File: src/rtl/matrix_op_engine_pkg.sv
//============================================================================
// Module   : matrix_op_pkg
// Brief    : Op codes and FSM state encoding shared by the matrix op engine.
// Revision : 1.0 - initial release
//============================================================================
`default_nettype none

package matrix_op_pkg;

    typedef enum logic [1:0] {
        OP_ADD       = 2'd0,
        OP_SUB       = 2'd1,
        OP_TRANSPOSE = 2'd2,
        OP_SCALE     = 2'd3
    } op_e;

    typedef enum logic [1:0] {
        ST_IDLE = 2'd0,
        ST_RUN  = 2'd1,
        ST_DONE = 2'd2
    } state_e;

endpackage

`default_nettype wire

File: src/rtl/matrix_op_engine_if.sv
//============================================================================
// Module   : matrix_op_engine_if
// Brief    : Start/busy/done handshake plus operand and result buses.
// Revision : 1.0 - initial release
//============================================================================
`default_nettype none

interface matrix_op_engine_if #(
    parameter int SIZE   = 4,
    parameter int LENGTH = 8
);
    logic                          start;
    logic [1:0]                    op;
    logic [SIZE*SIZE*LENGTH-1:0]   first;
    logic [SIZE*SIZE*LENGTH-1:0]   second;
    logic [LENGTH-1:0]             scalar;
    logic                          busy;
    logic                          done;
    logic [SIZE*SIZE*LENGTH-1:0]   result;
    logic                          overflow;

    modport master (
        output start, op, first, second, scalar,
        input  busy, done, result, overflow
    );

    modport slave (
        input  start, op, first, second, scalar,
        output busy, done, result, overflow
    );
endinterface

`default_nettype wire

File: src/rtl/matrix_op_engine_alu.sv
//============================================================================
// Module   : matrix_elem_alu
// Brief    : Combinational single-element add/sub/pass/scale with overflow.
// Revision : 1.0 - initial release
//============================================================================
`default_nettype none

module matrix_elem_alu
    import matrix_op_pkg::*;
#(
    parameter int LENGTH   = 8,
    parameter int SATURATE = 0
) (
    input  op_e               op,
    input  logic [LENGTH-1:0] a,
    input  logic [LENGTH-1:0] b,
    input  logic [LENGTH-1:0] scalar,
    output logic [LENGTH-1:0] y,
    output logic              ovf
);
    logic [LENGTH:0]     w_sum;
    logic [LENGTH:0]     w_diff;
    logic [2*LENGTH-1:0] w_prod;

    assign w_sum  = {1'b0, a} + {1'b0, b};
    assign w_diff = {1'b0, a} - {1'b0, b};
    assign w_prod = {{LENGTH{1'b0}}, a} * {{LENGTH{1'b0}}, scalar};

    always_comb begin
        y   = a;
        ovf = 1'b0;
        case (op)
            OP_ADD: begin
                ovf = w_sum[LENGTH];
                y   = (SATURATE != 0 && ovf) ? {LENGTH{1'b1}} : w_sum[LENGTH-1:0];
            end
            OP_SUB: begin
                // MSB of the widened difference is the borrow
                ovf = w_diff[LENGTH];
                y   = (SATURATE != 0 && ovf) ? {LENGTH{1'b0}} : w_diff[LENGTH-1:0];
            end
            OP_SCALE: begin
                ovf = |w_prod[2*LENGTH-1:LENGTH];
                y   = (SATURATE != 0 && ovf) ? {LENGTH{1'b1}} : w_prod[LENGTH-1:0];
            end
            default: begin
                y   = a;
                ovf = 1'b0;
            end
        endcase
    end
endmodule

`default_nettype wire

File: src/rtl/matrix_op_engine.sv
//============================================================================
// Module   : matrix_op_engine
// Brief    : Sequential SIZE x SIZE matrix ALU, one element per clock.
// Revision : 1.0 - initial release
//============================================================================
`default_nettype none

module matrix_op_engine
    import matrix_op_pkg::*;
#(
    parameter int SIZE     = 4,
    parameter int LENGTH   = 8,
    parameter int SATURATE = 0
) (
    input  logic               clk,
    input  logic               rst,
    matrix_op_engine_if.slave  bus
);
    localparam int c_N  = SIZE * SIZE;
    localparam int c_W  = c_N * LENGTH;
    localparam int c_CW = $clog2(SIZE + 1);
    localparam int c_IW = $clog2(c_N + 1);
    localparam logic [c_CW-1:0] c_LAST = c_CW'(SIZE - 1);

    state_e            r_state;
    state_e            w_state_nxt;
    op_e               r_op;
    logic [c_W-1:0]    r_a;
    logic [c_W-1:0]    r_b;
    logic [c_W-1:0]    r_result;
    logic [LENGTH-1:0] r_scalar;
    logic [c_CW-1:0]   r_row;
    logic [c_CW-1:0]   r_col;
    logic              r_overflow;

    logic              w_accept;
    logic              w_last;
    logic [c_IW-1:0]   w_idx;
    logic [c_IW-1:0]   w_tidx;
    logic [LENGTH-1:0] w_a;
    logic [LENGTH-1:0] w_b;
    logic [LENGTH-1:0] w_y;
    logic              w_ovf;

    assign w_last = (r_row == c_LAST) && (r_col == c_LAST);
    assign w_idx  = c_IW'(r_row) * c_IW'(SIZE) + c_IW'(r_col);
    assign w_tidx = c_IW'(r_col) * c_IW'(SIZE) + c_IW'(r_row);

    always_comb begin
        w_state_nxt = r_state;
        w_accept    = 1'b0;
        case (r_state)
            ST_IDLE: begin
                if (bus.start) begin
                    w_accept    = 1'b1;
                    w_state_nxt = ST_RUN;
                end
            end
            ST_RUN:  if (w_last) w_state_nxt = ST_DONE;
            ST_DONE: w_state_nxt = ST_IDLE;
            default: w_state_nxt = ST_IDLE;
        endcase
    end

    always_ff @(posedge clk) begin
        if (rst) r_state <= ST_IDLE;
        else     r_state <= w_state_nxt;
    end

    // Transpose reads A at the mirrored position; B is only meaningful for add/sub
    always_comb begin
        w_a = (r_op == OP_TRANSPOSE) ? r_a[w_tidx*LENGTH +: LENGTH]
                                     : r_a[w_idx*LENGTH +: LENGTH];
        w_b = r_b[w_idx*LENGTH +: LENGTH];
    end

    matrix_elem_alu #(
        .LENGTH   (LENGTH),
        .SATURATE (SATURATE)
    ) u_alu (
        .op     (r_op),
        .a      (w_a),
        .b      (w_b),
        .scalar (r_scalar),
        .y      (w_y),
        .ovf    (w_ovf)
    );

    always_ff @(posedge clk) begin
        if (rst) begin
            r_op       <= OP_ADD;
            r_a        <= '0;
            r_b        <= '0;
            r_scalar   <= '0;
            r_result   <= '0;
            r_row      <= '0;
            r_col      <= '0;
            r_overflow <= 1'b0;
        end else if (w_accept) begin
            r_op       <= op_e'(bus.op);
            r_a        <= bus.first;
            r_b        <= bus.second;
            r_scalar   <= bus.scalar;
            r_row      <= '0;
            r_col      <= '0;
            r_overflow <= 1'b0;
        end else if (r_state == ST_RUN) begin
            r_result[w_idx*LENGTH +: LENGTH] <= w_y;
            r_overflow <= r_overflow | w_ovf;
            if (r_col == c_LAST) begin
                r_col <= '0;
                r_row <= r_row + 1'b1;
            end else begin
                r_col <= r_col + 1'b1;
            end
        end
    end

    assign bus.busy     = (r_state != ST_IDLE);
    assign bus.done     = (r_state == ST_DONE);
    assign bus.result   = r_result;
    assign bus.overflow = r_overflow;
endmodule

`default_nettype wire

File: src/flat_wrapper.sv
// flat-port wrapper written by rule: the top's interface ports become plain ports
module matrix_op_engine_flat import matrix_op_pkg::*;
#(
    parameter int SIZE     = 4,
    parameter int LENGTH   = 8,
    parameter int SATURATE = 0
)
  (clk, rst, bus_start, bus_op, bus_first, bus_second, bus_scalar, bus_busy, bus_done, bus_result, bus_overflow);
  matrix_op_engine_if #(.SIZE(SIZE), .LENGTH(LENGTH)) bus_i ();
  input  logic clk;
  input  logic rst;
  input wire logic [$bits(bus_i.start)-1:0] bus_start;
  input wire logic [$bits(bus_i.op)-1:0] bus_op;
  input wire logic [$bits(bus_i.first)-1:0] bus_first;
  input wire logic [$bits(bus_i.second)-1:0] bus_second;
  input wire logic [$bits(bus_i.scalar)-1:0] bus_scalar;
  output wire logic [$bits(bus_i.busy)-1:0] bus_busy;
  output wire logic [$bits(bus_i.done)-1:0] bus_done;
  output wire logic [$bits(bus_i.result)-1:0] bus_result;
  output wire logic [$bits(bus_i.overflow)-1:0] bus_overflow;
  assign bus_i.start = bus_start;
  assign bus_i.op = bus_op;
  assign bus_i.first = bus_first;
  assign bus_i.second = bus_second;
  assign bus_i.scalar = bus_scalar;
  assign bus_busy = bus_i.busy;
  assign bus_done = bus_i.done;
  assign bus_result = bus_i.result;
  assign bus_overflow = bus_i.overflow;
  matrix_op_engine #(.SIZE(SIZE), .LENGTH(LENGTH), .SATURATE(SATURATE)) u_core (.clk(clk), .rst(rst), .bus(bus_i));
endmodule
File: config.mk
export PLATFORM = sky130hd
export DESIGN_NAME = matrix_op_engine_flat
export DESIGN_NICKNAME = d
export VERILOG_FILES = /design/src/rtl/matrix_op_engine_pkg.sv /design/src/rtl/matrix_op_engine_if.sv /design/src/rtl/matrix_op_engine_alu.sv /design/src/rtl/matrix_op_engine.sv /design/src/flat_wrapper.sv
export SDC_FILE = /design/constraint.sdc
export NUM_CORES = 1
export LEC_CHECK = 0
export ABC_AREA = 1
export CORE_UTILIZATION = 53
export DETAILED_ROUTE_END_ITERATION = 8
export PLACE_DENSITY = 0.85
export SLEW_MARGIN = 40
export SYNTH_ARGS = -nofsm -noshare
export SYNTH_HDL_FRONTEND = slang
export SYNTH_SLANG_ARGS = --single-unit
File: constraint.sdc
create_clock -name clk -period 15.1 [get_ports clk]
set_input_delay 3.02 -clock clk [delete_from_list [all_inputs] [get_ports clk]]
set_output_delay 3.02 -clock clk [all_outputs]
set_load 0.05 [all_outputs]
==> impl_metrics.csv, run 1 <==
group,metric,value,unit
status,run_status,"completed",
min_path,hold_path_depth,2,
power,switching_share,30.5,%
global_routing,grt_max_degree,252,
global_routing,antenna_found_initial,4,
sta,post-route-period-util,46.4,%
sta,min_period,7.00,ns
cts,cts-htree-levels,2,
cts,clk_latency,0.55,ns
setup_path,r2r_cells,28,
global_routing,gr-total-overflow,0,
detailed_routing,ant_nets,0,
detailed_routing,viasPerCell,5.65,
detailed_routing,drt-initial-drc-count,1891,
run,maxCapViolCount,0,
setup_path,startpoint_type,"flop",
sta,timing.fmax,143,MHz
synthesis,syn-num-nets,3129,
setup_path,cp_max_fo,59,
power,pwr-share-comb,21.6,%
sta,rsz0062_at_grt,"no",
cts,cts.sinks,403,
setup_path,crit_path_end_kind,"flop",
power,p_per_area,112,mW/mm²
sta,clock_skew,0.0165,ns
cts,cts_root_buffer,"clkbuf_16",
final_layout,final_area,0.0254,mm²
setup_path,timing.rr.start,"u_core.r_col[0]",
setup_path,r2r_end,"u_core.bus.result[47]",
setup_path,slowest_stage,"dfxtp_4",
power,power,2.85,mW
sta,fin_ws,8.10,ns
global_routing,grt_pass1_wl,102,mm
power,seqPwrFrac,41.0,%
synthesis,ys_ff_latch,403,
detailed_routing,dr_total_vias,20200,
die,core,0.0369,mm²
die,start_util,54.3,%
setup_path,cp_num_buf_inv,5,
setup_path,cp.arrival,7.48,ns
sta,hold_viol_final,0,
power,vdd_drop_max,0.0801,mV
cts,numCtsBuffers,42,
sta,setup_tns,0,ns
synthesis,synth_area_leaders,"dfxtp_1 (40%), o21ai_0 (12%), nor2_1 (9.9%)",
final_layout,nets,3400,
power,p_clk_share,37.4,%
setup_path,cpMostUsedCell,"nand3_1",
detailed_routing,firstDrtPassIters,6,
cts,cts_tree,"built",
power,internal_power,1.98,mW
die,dieArea,0.0386,mm²
place,gp_congestion,0.944,
synthesis,yosys_warnings,0,
place,numPortBuffers,399,
synthesis,synth.avg_cell_area,7.26,µm²
synthesis,synth-main-ff-cell,"dfxtp_1",
cts,clk_pin_slew_worst_paths,0.06,ns
setup_path,worst_path_largest_cell_delay,0.71,ns
detailed_routing,drc,0,
setup_path,r2r_setup_slack,8.10,ns
detailed_routing,wl_per_cell,18.3,µm
sta,setup_viol,0,
synthesis,yosys.area.top_type,"dfxtp_1",
min_path,min_to,"u_core.r_b[18]",
setup_path,crit_required,15.58,ns
setup_path,critPathTopFamily,"simple AND/OR/NAND/NOR gates",
die,die_w,196,µm
cts,postCtsSetupBuffers,0,
synthesis,async_flop_share,0,%
detailed_routing,wirelength,65.2,mm
synthesis,ys_seq_area_share,40.3,%
setup_path,critPathKind,"flop to flop",
min_path,hold_start,"u_core.r_b[18]",
synthesis,netlist_area,0.0200,mm²
global_routing,grt_pass1_vias,19300,
synthesis,yosysTopAreaCellShare,40.3,%
synthesis,synth_edf_count,0,
place,placed_area,0.0240,mm²
cts,clockBufferDepth,3,
place,pre_cts_slack,8.27,ns
cts,cts_resized,0,
die,pin_count,400,
sta,max_slew_margin,43.7,%
power,p_sw,0.869,mW
power,cellLeakagePower,10.3,nW
sta,slew_violations,0,
final_layout,area_growth,26.9,%
final_layout,utilization,68.9,%
final_layout,drive_above_1_share,4.97,%
synthesis,synthCells,2758,
synthesis,ys_types,49,
setup_path,crit_path_start,"u_core.r_col[0]",
sta,worst_pin_slew,0.844,ns
die,rows,70,
die,die_h,196,µm
min_path,hp-class,"flop to flop",
global_routing,grt_use_total,33.0,%
cts,hold_buffers,0,
final_layout,fill_cells,3013,
place,dp_hpwl,47.0,mm
==> sequential cells by signal, indices dropped and copies added, names as in the netlist <==
| name | count |
|---|---|
| u_core.bus.overflow | 1 |
| u_core.bus.result | 128 |
| u_core.r_a | 128 |
| u_core.r_b | 128 |
| u_core.r_col | 3 |
| u_core.r_op | 2 |
| u_core.r_row | 3 |
| u_core.r_scalar | 8 |
| u_core.r_state | 2 |
==> worst reg2reg max path, delay by kind of cell (launching register included) <==
kind | cells | cell delay [ns]
AOI/OAI and AO/OA | 2 | 0.13
buffers and inverters | 5 | 1.09
and+or+nand+nor | 16 | 2.89
DFF | 1 | 0.71
adders and majority gates | 5 | 2.07
==> cell usage in the layout (no fill, tap or decap), drive strengths merged, types with 58 or more instances in the layout <==
cell and n:
nor2 537, o21ai 482, dfxtp 403, clkdlybuf4s50 399
a21oi 273, nand2 248, inv 230, nand3 227
ha 64, clkbuf 58
==> cells in the mapped netlist (6+ instances only) <==
master / n
nand3_1: 213
ha_1: 64
buf_4: 10
inv_1: 219
nand3_2: 10
inv_2: 7
nor2_2: 7
nor3_1: 6
a21oi_1: 273
buf_1: 7
nand2_4: 7
o21ai_0: 477
nand2_1: 232
nand2_2: 8
clkbuf_1: 128
fa_1: 38
buf_2: 29
nor2_1: 526
nand4_1: 30
dfxtp_1: 403
==> cell families after synthesis <==
| kind of cell | synth area share, % |
|---|---|
| adders and majority gates | 7.80 |
| DFF | 40.3 |
| AOI/OAI and AO/OA | 19.8 |
| and+or+nand+nor | 23.5 |
| buffers and inverters | 8.35 |
| xor gates and xnor gates | 0.262 |
==> cell type report <==
| cell class | instances | area [µm²] | area share, % |
|---|---|---|---|
| Multi-Input combinational cell | 1944 | 10300 | 40.5 |
| Sequential cell | 403 | 8070 | 31.8 |
| Timing Repair Buffer | 407 | 4080 | 16.1 |
| Clock buffer | 58 | 1200 | 4.73 |
| Inverter | 231 | 893 | 3.52 |
| Tap cell | 504 | 631 | 2.48 |
| Clock inverter | 18 | 216 | 0.852 |
| Antenna cell | 4 | 10.0 | 0.0394 |
==> worst max-delay path by stage <==
| stage | endpoint | slack, ns | depth (start not counted) |
|---|---|---|---|
| 2_1_floorplan | u_core.bus.overflow | 9.44 | 26 |
| 3_3_place_gp | u_core.bus.overflow | 8.40 | 26 |
| 3_5_place_dp | u_core.bus.result[15] | 8.27 | 28 |
| 4_1_cts | u_core.bus.result[47] | 8.25 | 28 |
| 5_1_grt | u_core.bus.overflow | 7.44 | 28 |
| 6_report | u_core.bus.result[47] | 8.10 | 28 |
==> layer usage <==
layer	share of wire, %	up-vias	GRT usage [%]
met5	0	-	0
li1	-	9669	-
met2	46	908	53.6
met4	4.8	0	15.9
met3	7.5	182	4.23
met1	42	9411	43.6
==> power by group through the flow <==
stage	Sequential [mW]	Combinational, mW	Clock, mW
3_3_place_gp	1.19	0.593	0
5_1_grt	1.17	0.681	1.11
6_report	1.17	0.616	1.07
3_5_place_dp	1.19	0.603	0
4_1_cts	1.17	0.608	1.07
2_1_floorplan	1.18	0.399	0
==> stage by stage <==
stage	cells	hold WS [ns]
floorplan	2758	0.430
global placement	3489	0.439
detailed placement	3489	0.446
CTS	3565	0.454
global route	3569	0.471
finish	3569	0.453
Power figures use the tool's default switching activity.
==> inputs of run 2 (changes only) <==
--- a/config.mk
+++ b/config.mk
@@ -6,9 +6,9 @@
 export NUM_CORES = 1
 export LEC_CHECK = 0
 export ABC_AREA = 1
-export CORE_UTILIZATION = 53
+export CORE_UTILIZATION = 47
 export DETAILED_ROUTE_END_ITERATION = 8
-export PLACE_DENSITY = 0.85
+export PLACE_DENSITY = 0.8
 export SLEW_MARGIN = 40
 export SYNTH_ARGS = -nofsm -noshare
 export SYNTH_HDL_FRONTEND = slang
==> constraint.sdc (replaced) <==
create_clock -name clk -period 5.6 [get_ports clk]
set_input_delay 1.12 -clock clk [delete_from_list [all_inputs] [get_ports clk]]
set_output_delay 1.12 -clock clk [all_outputs]
set_load 0.05 [all_outputs]
==> impl_metrics.csv, run 2 (same netlist as run 1, synthesis figures left out) <==
group,metric,value,unit
cts,hold_buffers,0,
final_layout,drive_above_1_share,11.1,%
power,seqPwrFrac,39.7,%
detailed_routing,firstDrtPassIters,7,
setup_path,r2r_setup_slack,0.20,ns
final_layout,fill_cells,3487,
die,start_util,47.7,%
setup_path,cp_max_fo,6,
setup_path,critPathKind,"flop to flop",
global_routing,antenna_found_initial,0,
global_routing,grt_max_degree,260,
cts,clk_latency,0.57,ns
run,maxCapViolCount,0,
sta,hold_ws,0.456,ns
sta,hold_viol_final,0,
place,dp_hpwl,49.9,mm
sta,post-route-period-util,96.5,%
final_layout,ff_latch_area,0.00808,mm²
die,rows,75,
detailed_routing,dr_total_vias,20800,
power,pwr-share-comb,25.3,%
power,p_per_area,294,mW/mm²
power,cellLeakagePower,10.9,nW
final_layout,multi_input_area,0.0108,mm²
die,die_h,208,µm
detailed_routing,viasPerCell,5.62,
setup_path,crit_required,6.10,ns
sta,worst_pin_slew,0.831,ns
cts,cts-htree-levels,2,
setup_path,crit_end,"u_core.bus.result[39]",
sta,setup_viol,0,
setup_path,slowest_stage,"fa_1",
cts,cts_tree,"built",
final_layout,mostFrequentLayoutCells,"nor2_1 (510), o21ai_0 (469), clkdlybuf4s50_1 (399), dfxtp_1 (398), a21oi_1 (263)",
setup_path,r2r_end,"u_core.bus.result[39]",
global_routing,grt_use_total,30.6,%
die,core,0.0419,mm²
place,pre_cts_slack,-0.0946,ns
die,dieArea,0.0434,mm²
power,p_clk_share,35.0,%
min_path,hp-class,"flop to flop",
setup_path,crit_path_start,"u_core.r_op[1]",
power,switching_share,31.5,%
detailed_routing,wl_per_cell,18.7,µm
final_layout,layout_commonest_cell,"nor2_1",
power,internal_power,5.42,mW
detailed_routing,drt-initial-drc-count,1891,
sta,max_slew_margin,44.6,%
detailed_routing,ant_nets,0,
final_layout,nets,3504,
setup_path,cp.arrival,5.91,ns
setup_path,timing.rr.start,"u_core.r_op[1]",
sta,timing.fmax,185,MHz
cts,clk_pin_slew_worst_paths,0.06,ns
setup_path,crit_path_end_kind,"flop",
detailed_routing,wirelength,69.4,mm
power,vdd_drop_max,0.185,mV
global_routing,grt_pass1_vias,19900,
die,die_w,208,µm
sta,rsz0062_at_grt,"yes",
sta,slew_violations,0,
cts,cts.sinks,403,
status,run_status,"completed",
sta,fin_ws,0.196,ns
die,pin_count,400,
setup_path,r2r_cells,31,
final_layout,num_antenna_cells,0,
sta,min_period,5.40,ns
global_routing,grt_pass1_wl,106,mm
place,gp_congestion,0.958,
cts,numCtsBuffers,43,
power,power,7.91,mW
cts,cts_root_buffer,"clkbuf_16",
place,numPortBuffers,399,
setup_path,worst_path_largest_cell_delay,0.53,ns
cts,clockBufferDepth,3,
detailed_routing,drc,0,
final_layout,final_area,0.0269,mm²
final_layout,area_growth,34.3,%
sta,clock_skew,0.0156,ns
power,p_sw,2.49,mW
setup_path,startpoint_type,"flop",
place,placed_area,0.0247,mm²
global_routing,gr-total-overflow,0,
[run 2: worst min-delay path by stage]
stage | from | endpoint | slack (ns) | cells after the start
after detailed placement | u_core.r_b[116] | u_core.r_b[116] | 0.45 | 2
after global placement | u_core.r_b[126] | u_core.r_b[126] | 0.44 | 2
final | u_core.r_b[116] | u_core.r_b[116] | 0.46 | 2
after global routing | u_core.r_b[42] | u_core.r_b[42] | 0.47 | 2
after CTS | u_core.r_b[116] | u_core.r_b[116] | 0.46 | 2
after floorplan | u_core.r_b[112] | u_core.r_b[112] | 0.43 | 2
[run 2: repair_timing]
item,4_1_cts,5_1_grt
gates cloned,0,4
setup buffers,1,16
gates resized for setup,11,135
endpoints found under the setup margin,15,42
pin swaps,2,61
[run 2: critical path, delay by kind of cell (launching register included)]
kind | cells | cell delay (ns)
DFF | 1 | 0.36
adders and majority gates | 5 | 1.98
buffers and inverters | 9 | 0.86
and+or+nand+nor | 13 | 1.62
AOI/OAI and AO/OA | 4 | 0.51
[run 2: stage by stage]
stage / cells / util, % / TNS, ns
after floorplan: 2758 / - / 0
after global placement: 3605 / 58.9 / 0
after detailed placement: 3605 / 58.9 / -1.08
after CTS: 3678 / 62.3 / 0
after global routing: 3699 / 64.1 / -0.547
final: 3699 / 64.1 / 0
[run 2: per-layer routing]
layer / vias to the layer above / GRT usage (%) / routed length [µm] / part of all wire (%)
met5: - / 0 / 0 / 0
met4: 0 / 16.8 / 3810 / 5.5
met3: 229 / 3.76 / 4860 / 7.0
met2: 979 / 50.1 / 32300 / 47
met1: 9696 / 39.2 / 28400 / 41
li1: 9874 / - / - / -
[run 2: area by class of cell]
class,instances,share of cell area (%)
Clock inverter,16,0.498
Tap cell,539,2.51
Inverter,231,3.35
Timing Repair Buffer,510,18.9
Multi-Input combinational cell,1944,40.2
Clock buffer,56,4.52
Sequential cell,403,30.0
[run 2: power by group through the flow]
stage	clock network (mW)	logic, mW	registers [mW]
after floorplan	0	1.08	3.18
after global placement	0	1.74	3.19
after detailed placement	0	1.76	3.20
after CTS	2.79	1.79	3.13
after global routing	2.91	2.19	3.15
final	2.77	2.00	3.14
